--- config.mk ---
export PLATFORM = sky130hd
export DESIGN_NAME = bin_to_bcd_seq
export DESIGN_NICKNAME = d
export VERILOG_FILES = /design/src/rtl/bin_to_bcd_seq.sv
export SDC_FILE = /design/constraint.sdc
export NUM_CORES = 1
export LEC_CHECK = 0
export BUFFER_PORTS_ARGS = -buffer_cell sky130_fd_sc_hd__buf_2
export CORE_ASPECT_RATIO = 0.6
export CORE_MARGIN = 2
export CORE_UTILIZATION = 40
export DETAILED_ROUTE_END_ITERATION = 6
export GPL_ROUTABILITY_DRIVEN = 0
export PLACE_DENSITY = 0.7
export SLEW_MARGIN = 10
export SYNTH_ARGS = -nofsm -noshare
export SYNTH_HDL_FRONTEND = slang
export SYNTH_SLANG_ARGS = --single-unit
--- constraint.sdc ---
create_clock -name CLOCK_50 -period 1.4 [get_ports CLOCK_50]
set_input_delay 0.28 -clock CLOCK_50 [delete_from_list [all_inputs] [get_ports CLOCK_50]]
set_output_delay 0.28 -clock CLOCK_50 [all_outputs]
set_load 0.01 [all_outputs]
--- src/rtl/bin_to_bcd_seq.sv ---
// Sequential binary-to-BCD converter (shift-and-add-3, one input bit per clock).
// Feeds the seven-segment decoders: one packed BCD nibble per display, units in nibble 0.
module bin_to_bcd_seq #(
   parameter int WIDTH  = 8,
   parameter int DIGITS = 3
) (
   input  logic                  CLOCK_50,
   input  logic                  resetn,
   input  logic                  start,
   input  logic [WIDTH-1:0]      bin,
   output logic                  busy,
   output logic                  done,
   output logic [4*DIGITS-1:0]   bcd,
   output logic                  overflow
);

   localparam int BW = 4 * DIGITS;
   localparam int CW = $clog2(WIDTH + 1);
   localparam logic [CW-1:0] CNT_LOAD = CW'(WIDTH);
   localparam logic [CW-1:0] CNT_ONE  = CW'(1);

   typedef enum logic {IDLE = 1'b0, SHIFT = 1'b1} state_t;

   state_t           state_q, state_d;
   logic [WIDTH-1:0] sreg, sreg_nx;
   logic [BW-1:0]    scratch, adj, scratch_nx;
   logic             ovf_acc, ovf_nx;
   logic [CW-1:0]    cnt;
   logic             last;

   // Every digit is corrected from its pre-shift value, all digits in parallel.
   function automatic logic [BW-1:0] add3(input logic [BW-1:0] s);
      logic [BW-1:0] r;
      r = s;
      for (int i = 0; i < DIGITS; i++) begin
         if (s[4*i +: 4] >= 4'd5) r[4*i +: 4] = s[4*i +: 4] + 4'd3;
      end
      return r;
   endfunction

   always_comb begin
      adj        = add3(scratch);
      scratch_nx = {adj[BW-2:0], sreg[WIDTH-1]};
      ovf_nx     = ovf_acc | adj[BW-1];
      sreg_nx    = sreg << 1;
      last       = (cnt == CNT_ONE);
   end

   always_ff @(posedge CLOCK_50 or negedge resetn) begin
      if (!resetn) state_q <= IDLE;
      else         state_q <= state_d;
   end

   always_comb begin
      state_d = state_q;
      case (state_q)
         IDLE:    if (start) state_d = SHIFT;
         SHIFT:   if (last)  state_d = IDLE;
         default: state_d = IDLE;
      endcase
   end

   assign busy = (state_q == SHIFT);

   // Results are published only on the final shift, so bcd never shows partial scratch.
   always_ff @(posedge CLOCK_50 or negedge resetn) begin
      if (!resetn) begin
         sreg     <= '0;
         scratch  <= '0;
         ovf_acc  <= 1'b0;
         cnt      <= '0;
         bcd      <= '0;
         overflow <= 1'b0;
         done     <= 1'b0;
      end else begin
         done <= 1'b0;
         case (state_q)
            IDLE: begin
               if (start) begin
                  sreg    <= bin;
                  scratch <= '0;
                  ovf_acc <= 1'b0;
                  cnt     <= CNT_LOAD;
               end
            end
            SHIFT: begin
               sreg    <= sreg_nx;
               scratch <= scratch_nx;
               ovf_acc <= ovf_nx;
               cnt     <= cnt - CNT_ONE;
               if (last) begin
                  bcd      <= scratch_nx;
                  overflow <= ovf_nx;
                  done     <= 1'b1;
               end
            end
            default: ;
         endcase
      end
   end

endmodule

==> results.json, run 1 <==
{
  "status": "finished, violations left",
  "violations": "setup timing",
  "start_util": 0.418,
  "yosys_warnings": 0,
  "nNetsFinal": 251,
  "layoutNonFillerInstCount": 296,
  "clk_path_buf_depth": 2,
  "numClockSinks": 40,
  "slew_headroom": 0.808,
  "track_usage": 0.158,
  "drt_wl_total_um": 3880,
  "antenna_found_initial": 0,
  "detail_route.iter0.violations": 57,
  "avgViaCountPerCell": 4.79,
  "fin_ws_ns": -0.0281,
  "die_area_mm2": 0.00540,
  "cp.required_ns": 1.63,
  "dp.cells": 282,
  "path_class": "reg -> reg",
  "hp-class": "in -> reg",
  "p_per_area_mw_per_mm2": 2460,
  "die_x_um": 93.6,
  "ys_types": 27,
  "rsz0062_at_grt": "true",
  "num_antenna_cells": 0,
  "max_freq_mhz": 700,
  "syn_avg_cell_area_um2": 10.5,
  "core.rowCount": 19,
  "setup_violations": 6,
  "dp_hpwl_um": 2540,
  "netlist_top_cells_area": "dfrtp_1 52%, mux2i_1 8.8%, nand2_1 5.5%",
  "grt_max_degree": 41,
  "io_buffers": 25,
  "cts_root_buffer": "clkbuf_8",
  "period_needed_ns": 1.43,
  "vias": 1419,
  "clkTransAtPathRegs_ns": 0.08,
  "synthCells": 183,
  "numCtsBuffers": 5,
  "area_growth_pct": 34.7,
  "ys.flop_type": "dfrtp_1",
  "maxCapViolations": 0,
  "grt_pass1_wl_um": 6460,
  "wl_per_cell_um": 13.1,
  "cp.arrival_ns": 1.65,
  "p_leak_nw": 1.27,
  "firstDrtPassIters": 4,
  "worst_slew_pin_slew_ns": 0.286,
  "dpl_cell_area_mm2": 0.00230,
  "drc_errors": 0,
  "num_io_pins": 26,
  "setup_tns_ns": -0.117,
  "grt_pass1_vias": 1383,
  "syn-num-nets": 202,
  "htreeDepth": 2,
  "async_flop_share": 1.00,
  "holdPathStages": 3,
  "slew_violations": 0,
  "cp-start-kind": "flop",
  "power_mw": 6.38,
  "coreArea_mm2": 0.00461,
  "fin_area_mm2": 0.00259,
  "crit_fanout": 3,
  "gr-total-overflow": 0,
  "synth_largest_area_cell": "dfrtp_1",
  "synth_edf_count": 0,
  "holdWs_ns": 0.231,
  "utilization": 0.562,
  "cp-end-kind": "flop",
  "ant_nets": 0,
  "insertion_delay_ns": 0.30,
  "place_ws_ns": -0.0888,
  "synth_area_mm2": 0.00193,
  "cts_tree": "yes",
  "die_h_um": 57.7,
  "hold_viol": 0,
  "ir_drop_v": 0.00126,
  "drive_above_1_share": 0.391,
  "r2r_cells": 5,
  "synth_top_area_share": 0.520,
  "skew_ns": 0.00391,
  "yosysSeqAreaShare": 0.520,
  "yosys_register_bits": 40,
  "period_share": 1.02
}
metal layers:
metal / track usage / routed length [µm] / part of all wire
met4: 0.0559 / 46 / 0.012
met5: 0 / 0 / 0
met2: 0.235 / 1690 / 0.44
met1: 0.221 / 1970 / 0.51
met3: 0.0507 / 177 / 0.046
state kept, by name, summed over array words and instances (netlist names):
signal and count:
sreg 8, bcd 12, done 1, busy 1, overflow 1, ovf_acc 1, cnt 4, scratch 12
cells in the mapped netlist (3+ instances only):
cell type	instances
o21ai_0	19
nand2b_1	5
a21oi_1	10
buf_2	5
inv_1	9
nor3_1	5
dfrtp_1	40
nand2_1	28
ha_1	8
mux2i_1	17
a21o_1	3
nor2_1	5
nor3b_1	7
mux2_2	3
xnor2_1	4
cells by family (layout without fill, tap and decap cells):
kind of cell / after synthesis / count (layout) / share of synthesized area
AO/OA/AOI/OAI: 38 / 38 / 0.112
XOR/XNOR: 5 / 5 / 0.0227
adder cells (fa/ha/maj): 8 / 8 / 0.0520
flip-flops: 40 / 40 / 0.520
buffers and inverters: 19 / 69 / 0.0461
multiplexers: 22 / 22 / 0.122
AND/OR/NAND/NOR: 51 / 51 / 0.126
path summary, 6_finish.rpt:
| path | slack (ns) | to | start |
|---|---|---|---|
| min in group asynchronous | 0.48 | bcd[1] | resetn |
| max reg2reg | -0.03 | scratch[6] | scratch[4] |
| min reg2reg | 0.48 | bcd[11] | bcd[11] |
| max | -0.03 | scratch[6] | scratch[4] |
| min | 0.23 | sreg[0] | bin[0] |
| max in group asynchronous | 0.71 | busy | resetn |
report_power, final:
group / leakage [nW] / switching (mW) / total [mW] / internal [mW]
clock network: 0.0645 / 0.418 / 1.05 / 0.629
registers: 0.501 / 0.435 / 2.10 / 1.67
logic: 0.706 / 1.46 / 3.23 / 1.77
total: 1.27 / 2.31 / 6.38 / 4.07
what timing repair did:
action	CTS	global route
endpoints found under the setup margin	10	19
pin swaps	4	4
hold endpoints to repair	40	0
hold buffers	1	0
buffers inserted	3	2
resized for setup	17	14
area by class of cell:
class | count | area (µm²)
Inverter | 11 | 46.3
Sequential cell | 40 | 1000
Fill cell | 387 | 2020
Clock buffer | 7 | 96.3
Tap cell | 63 | 78.8
Clock inverter | 1 | 30.0
Timing Repair Buffer | 50 | 353
Multi-Input combinational cell | 124 | 987
worst max-delay path, stage by stage, from the launching register on:
cell and delay, ns:
dfrtp_1 0.43, ha_4 0.17, nand2b_4 0.14, a21oi_4 0.17, mux2_4 0.32, mux2i_1 0.12
cell usage in the layout, fill, tap and decap left out, types with 2 or more instances in the layout:
master	count
mux2_4	4
nor3b_2	2
a21o_1	3
ha_2	2
a21oi_1	8
ha_1	2
dfrtp_1	39
o31ai_1	2
xnor2_2	3
nor3b_1	5
nor3_1	5
o21ai_1	7
nor2_1	5
nand2_1	28
buf_12	3
nand2b_4	3
buf_4	21
mux2i_1	16
inv_1	3
nand2b_1	2
buf_2	25
a21oi_4	3
ha_4	4
inv_2	6
o21ai_0	12
clkbuf_8	7
Note: power is estimated with default switching activity, not from simulation.
==> run 2, diff against run 1 <==
- PLACE_DENSITY: 0.7 -> not set
- REMOVE_ABC_BUFFERS: not set -> 1
- clock period: 1.4 -> 1.8 ns (I/O delays scaled with it)
==> run 2 against run 1 <==
The flow now finishes without violations. Sequential power shrank 25%. Register-to-register slack gained 0.22 ns. Die area unchanged. Sequential share of layout area up 6.1 points. Global-route usage is 0.57 points lower. Core utilization shrank 7.7 points. Sequential cell count unchanged. Clock skew increased by 0.0031 ns. Critical path depth is 1 higher. Setup slack better by 0.22 ns. First-iteration DRC count decreased by 63%. Critical path type unchanged. Largest power group unchanged.
==> results.json, run 2 (synthesis results as in run 1) <==
{
  "timing.rr.start": "scratch[8]",
  "nNetsFinal": 232,
  "track_usage": 0.153,
  "worst-path-buf-inv": 1,
  "drt_wl_total_um": 3580,
  "htreeDepth": 2,
  "area_growth_pct": 16.2,
  "rsz0062_at_grt": "false",
  "grt_pass1_wl_um": 6220,
  "cts_root_buffer": "clkbuf_8",
  "die_x_um": 93.6,
  "multi_input_area_um2": 836,
  "r2r_cells": 6,
  "die_h_um": 57.7,
  "core.rowCount": 19,
  "dp.cells": 269,
  "startpoint": "scratch[8]",
  "detail_route.iter0.violations": 21,
  "final_common_cell": "dfrtp_1",
  "cp.required_ns": 2.03,
  "critical-path-top-delay-family": "flip-flops",
  "start_util": 0.418,
  "ant_nets": 0,
  "clk_path_buf_depth": 2,
  "status": "complete, no violations",
  "worst_slew_pin_slew_ns": 0.500,
  "share_comb_of_total_power": 0.429,
  "cts_setup_buffers": 0,
  "slew_headroom": 0.666,
  "p_switching_mw": 1.52,
  "slew_violations": 0,
  "cp-end-kind": "flop",
  "p_leak_nw": 1.12,
  "skew_ns": 0.00697,
  "gr-total-overflow": 0,
  "r2r_slack_ns": 0.19,
  "numCtsBuffers": 5,
  "r2r-end": "bcd[10]",
  "setup_tns_ns": 0,
  "cp-start-kind": "flop",
  "critPathSlowestCell": "dfrtp_1",
  "num_io_pins": 26,
  "numClockSinks": 40,
  "crit_fanout": 4,
  "cp.depth": 6,
  "critPathCapture": "bcd[10]",
  "crit_chain": "inv_1 -> ha_1 -> nand2b_1 -> a21oi_1 -> mux2_2 -> o21ai_0",
  "cts_tree": "yes",
  "clkTransAtPathRegs_ns": 0.08,
  "maxCapViolations": 0,
  "p_per_area_mw_per_mm2": 1810,
  "layoutNonFillerInstCount": 277,
  "p_seq_frac": 0.390,
  "wl_per_cell_um": 12.9,
  "coreArea_mm2": 0.00461,
  "drc_errors": 0,
  "avgViaCountPerCell": 4.73,
  "dp_hpwl_um": 2480,
  "holdWs_ns": 0.112,
  "grt_pass1_vias": 1269,
  "io_buffers": 25,
  "cp.arrival_ns": 1.83,
  "num_antenna_cells": 0,
  "clkPwrFrac": 0.181,
  "die_area_mm2": 0.00540,
  "period_share": 0.893,
  "path_class": "reg -> reg",
  "hold_viol": 0,
  "insertion_delay_ns": 0.30,
  "p_int_mw": 2.53,
  "antenna_found_initial": 0,
  "ir_drop_v": 0.000681,
  "drive_above_1_share": 0.224,
  "setup_violations": 0,
  "layout_common_cells": "40 x dfrtp_1, 28 x nand2_1, 25 x buf_2, 19 x o21ai_0, 17 x mux2i_1",
  "firstDrtPassIters": 4,
  "grt_max_degree": 41,
  "ctsResizeCount": 0,
  "cp_slowest_stage_delay_ns": 0.41,
  "ff_latch_area_mm2": 0.00100,
  "hp-class": "in -> async",
  "max_freq_mhz": 622,
  "top_regs": "bcd (12), scratch (12), sreg (8)",
  "sw_frac_of_total": 0.375,
  "period_needed_ns": 1.61,
  "vias": 1311,
  "fillers": 449,
  "cts_hold_buffers": 0
}
-- run 2: layer usage --
| layer | track usage | vias to the layer above | part of all wire |
|---|---|---|---|
| met5 | 0 | - | 0 |
| met4 | 0.0621 | 0 | 0.016 |
| met3 | 0.0468 | 6 | 0.038 |
| met2 | 0.212 | 24 | 0.39 |
| met1 | 0.223 | 605 | 0.56 |
| li1 | - | 676 | - |
-- run 2: worst min path at each step --
stage          startpoint          to  slack (ns)  depth (start not counted)
5_1_grt            resetn      bcd[6]        0.17                          2
3_5_place_dp       resetn     sreg[1]        0.46                          2
6_report           resetn  scratch[6]        0.11                          2
4_1_cts            resetn      bcd[6]        0.13                          2
3_3_place_gp       resetn     sreg[3]        0.45                          2
2_1_floorplan      resetn      bcd[0]        0.06                          0
-- run 2: power by group through the flow --
stage	Combinational, mW	Clock, mW	Sequential, mW
4_1_cts	1.77	0.758	1.58
6_report	1.74	0.732	1.58
2_1_floorplan	1.13	0	1.69
3_3_place_gp	1.73	0	1.59
5_1_grt	2.00	0.783	1.64
3_5_place_dp	1.76	0	1.59
-- run 2: area by class of cell --
| cell class | instances | share of cell area |
|---|---|---|
| Sequential cell | 40 | 0.447 |
| Multi-Input combinational cell | 124 | 0.374 |
| Timing Repair Buffer | 31 | 0.0761 |
| Tap cell | 63 | 0.0352 |
| Clock buffer | 6 | 0.0324 |
| Inverter | 11 | 0.0196 |
| Clock inverter | 2 | 0.0157 |
-- run 2: through the flow --
step           cell area, µm²  worst slack (ns)   util  total power, mW
2_1_floorplan            1880            -0.382      -             2.82
3_3_place_gp             2130             0.244  0.462             3.32
3_5_place_dp             2130             0.173  0.462             3.35
4_1_cts                  2240             0.180  0.485             4.11
5_1_grt                  2240            0.0332  0.485             4.43
6_report                 2240             0.192  0.485             4.04
==> run 3, diff against run 2 <==
- PLACE_DENSITY: not set -> 0.55
- SKIP_CTS_REPAIR_TIMING: not set -> 1
==> run 3 against run 2 <==
Register-to-register slack got worse by 0.04 ns. Critical path type unchanged. Non-clock buffer count decreased by 1. Clock skew decreased by 0.0043 ns. Largest power group unchanged. Design area is 1.5% lower. Critical path depth unchanged. Sequential share of layout area is 0.69 points higher. Die area unchanged. Routed wire length grew 5.1%. Combinational power about the same.
==> results.json, run 3 (synthesis results as in run 1) <==
{
  "status": "complete, no violations",
  "p_per_area_mw_per_mm2": 1770,
  "core.rowCount": 19,
  "dp_hpwl_um": 2570,
  "critical-path-top-delay-family": "multiplexers",
  "critPathSlowestCell": "dfrtp_1",
  "maxCapViolations": 0,
  "dp.cells": 268,
  "slew_headroom": 0.653,
  "rsz0062_at_grt": "false",
  "crit_fanout": 4,
  "htreeDepth": 2,
  "layoutNonFillerInstCount": 275,
  "numClockSinks": 40,
  "gr-total-overflow": 0,
  "antenna_found_initial": 0,
  "drive_above_1_share": 0.222,
  "avgViaCountPerCell": 4.87,
  "top_regs": "bcd (12), scratch (12), sreg (8)",
  "firstDrtPassIters": 4,
  "clk_path_buf_depth": 2,
  "p_leak_nw": 1.10,
  "cp.depth": 6,
  "r2r_cells": 6,
  "worst_slew_pin_slew_ns": 0.520,
  "drc_errors": 0,
  "num_io_pins": 26,
  "cp-end-kind": "flop",
  "start_util": 0.418,
  "fin_area_mm2": 0.00220,
  "grt_max_degree": 41,
  "area_growth_pct": 14.4,
  "detail_route.iter0.violations": 66,
  "slew_violations": 0,
  "skew_ns": 0.00264,
  "nNetsFinal": 231,
  "drt_wl_total_um": 3760,
  "grt_pass1_wl_um": 6470,
  "grt_pass1_vias": 1342,
  "period_share": 0.917,
  "hold_viol": 0,
  "die_h_um": 57.7,
  "cp_slowest_stage_delay_ns": 0.41,
  "setup_tns_ns": 0,
  "coreArea_mm2": 0.00461,
  "num_antenna_cells": 0,
  "wl_per_cell_um": 13.7,
  "fillers": 456,
  "hp-class": "in -> async",
  "path_class": "reg -> reg",
  "cp.required_ns": 2.01,
  "max_freq_mhz": 606,
  "cp.arrival_ns": 1.86,
  "io_buffers": 25,
  "die_area_mm2": 0.00540,
  "ir_drop_v": 0.000641,
  "track_usage": 0.156,
  "die_x_um": 93.6,
  "worst-path-buf-inv": 1,
  "numCtsBuffers": 5,
  "vias": 1338,
  "insertion_delay_ns": 0.29,
  "crit_chain": "inv_1 -> ha_1 -> nand2b_1 -> a21oi_2 -> mux2_2 -> mux2i_1",
  "ant_nets": 0,
  "dpl_cell_area_mm2": 0.00212,
  "final_common_cell": "dfrtp_1",
  "cts_root_buffer": "clkbuf_8",
  "cts_tree": "yes",
  "holdWs_ns": 0.126,
  "period_needed_ns": 1.65,
  "clkTransAtPathRegs_ns": 0.07,
  "layout_common_cells": "40 x dfrtp_1, 28 x nand2_1, 25 x buf_2, 19 x o21ai_0, 17 x mux2i_1",
  "setup_violations": 0,
  "cp-start-kind": "flop"
}
[run 3: cell types whose count changed in the layout (fill, tap and decap cells not counted)]
cell,delta
a21oi_1,-1
buf_4,-1
bufinv_16,-1
a21oi_2,+1
[run 3: stage by stage]
step           setup slack, ns  power [mW]  utilization
3_3_place_gp             0.278        3.26        0.460
2_1_floorplan           -0.382        2.82            -
6_report                 0.149        3.91        0.478
4_1_cts                 0.0939        3.94        0.477
3_5_place_dp             0.105        3.37        0.460
5_1_grt                 0.0522        4.26        0.478
[run 3: path summary, 6_finish.rpt]
| path | endpoint | start | slack, ns |
|---|---|---|---|
| worst max-delay path | scratch[10] | scratch[8] | 0.15 |
| worst min-delay path | bcd[1] | resetn | 0.13 |
| worst max register to register | scratch[10] | scratch[8] | 0.15 |
| worst min register to register | bcd[3] | bcd[3] | 0.48 |
| max in group asynchronous | bcd[10] | resetn | 1.31 |
| min in group CLOCK_50 | sreg[0] | bin[0] | 0.32 |
[run 3: cell type report]
| cell class | count | area, µm² | share of cell area |
|---|---|---|---|
| multi-input cells | 124 | 840 | 0.381 |
| clock buffers | 6 | 72.6 | 0.0329 |
| well taps | 63 | 78.8 | 0.0358 |
| flip-flops and latches | 40 | 1000 | 0.454 |
| repair buffers | 30 | 163 | 0.0738 |
| clock inverters | 1 | 5.00 | 0.00227 |
| inverters | 11 | 43.8 | 0.0199 |
[run 3: worst register-to-register path, stage by stage (launching register included)]
cell,delay (ns)
dfrtp_1,0.41
inv_1,0.11
ha_1,0.22
nand2b_1,0.11
a21oi_2,0.20
mux2_2,0.37
mux2i_1,0.15
[run 3: report_power, final]
part | switching [mW] | internal [mW] | total [mW]
Combinational | 0.950 | 0.816 | 1.77
Sequential | 0.284 | 1.30 | 1.58
Clock | 0.298 | 0.264 | 0.562
[run 3: routing by layer]
metal | wire (µm) | global-route usage | up-vias
li1 | - | - | 674
met1 | 1970 | 0.219 | 634
met2 | 1580 | 0.239 | 24
met3 | 164 | 0.0429 | 6
met4 | 42 | 0.0497 | 0
met5 | 0 | 0 | -
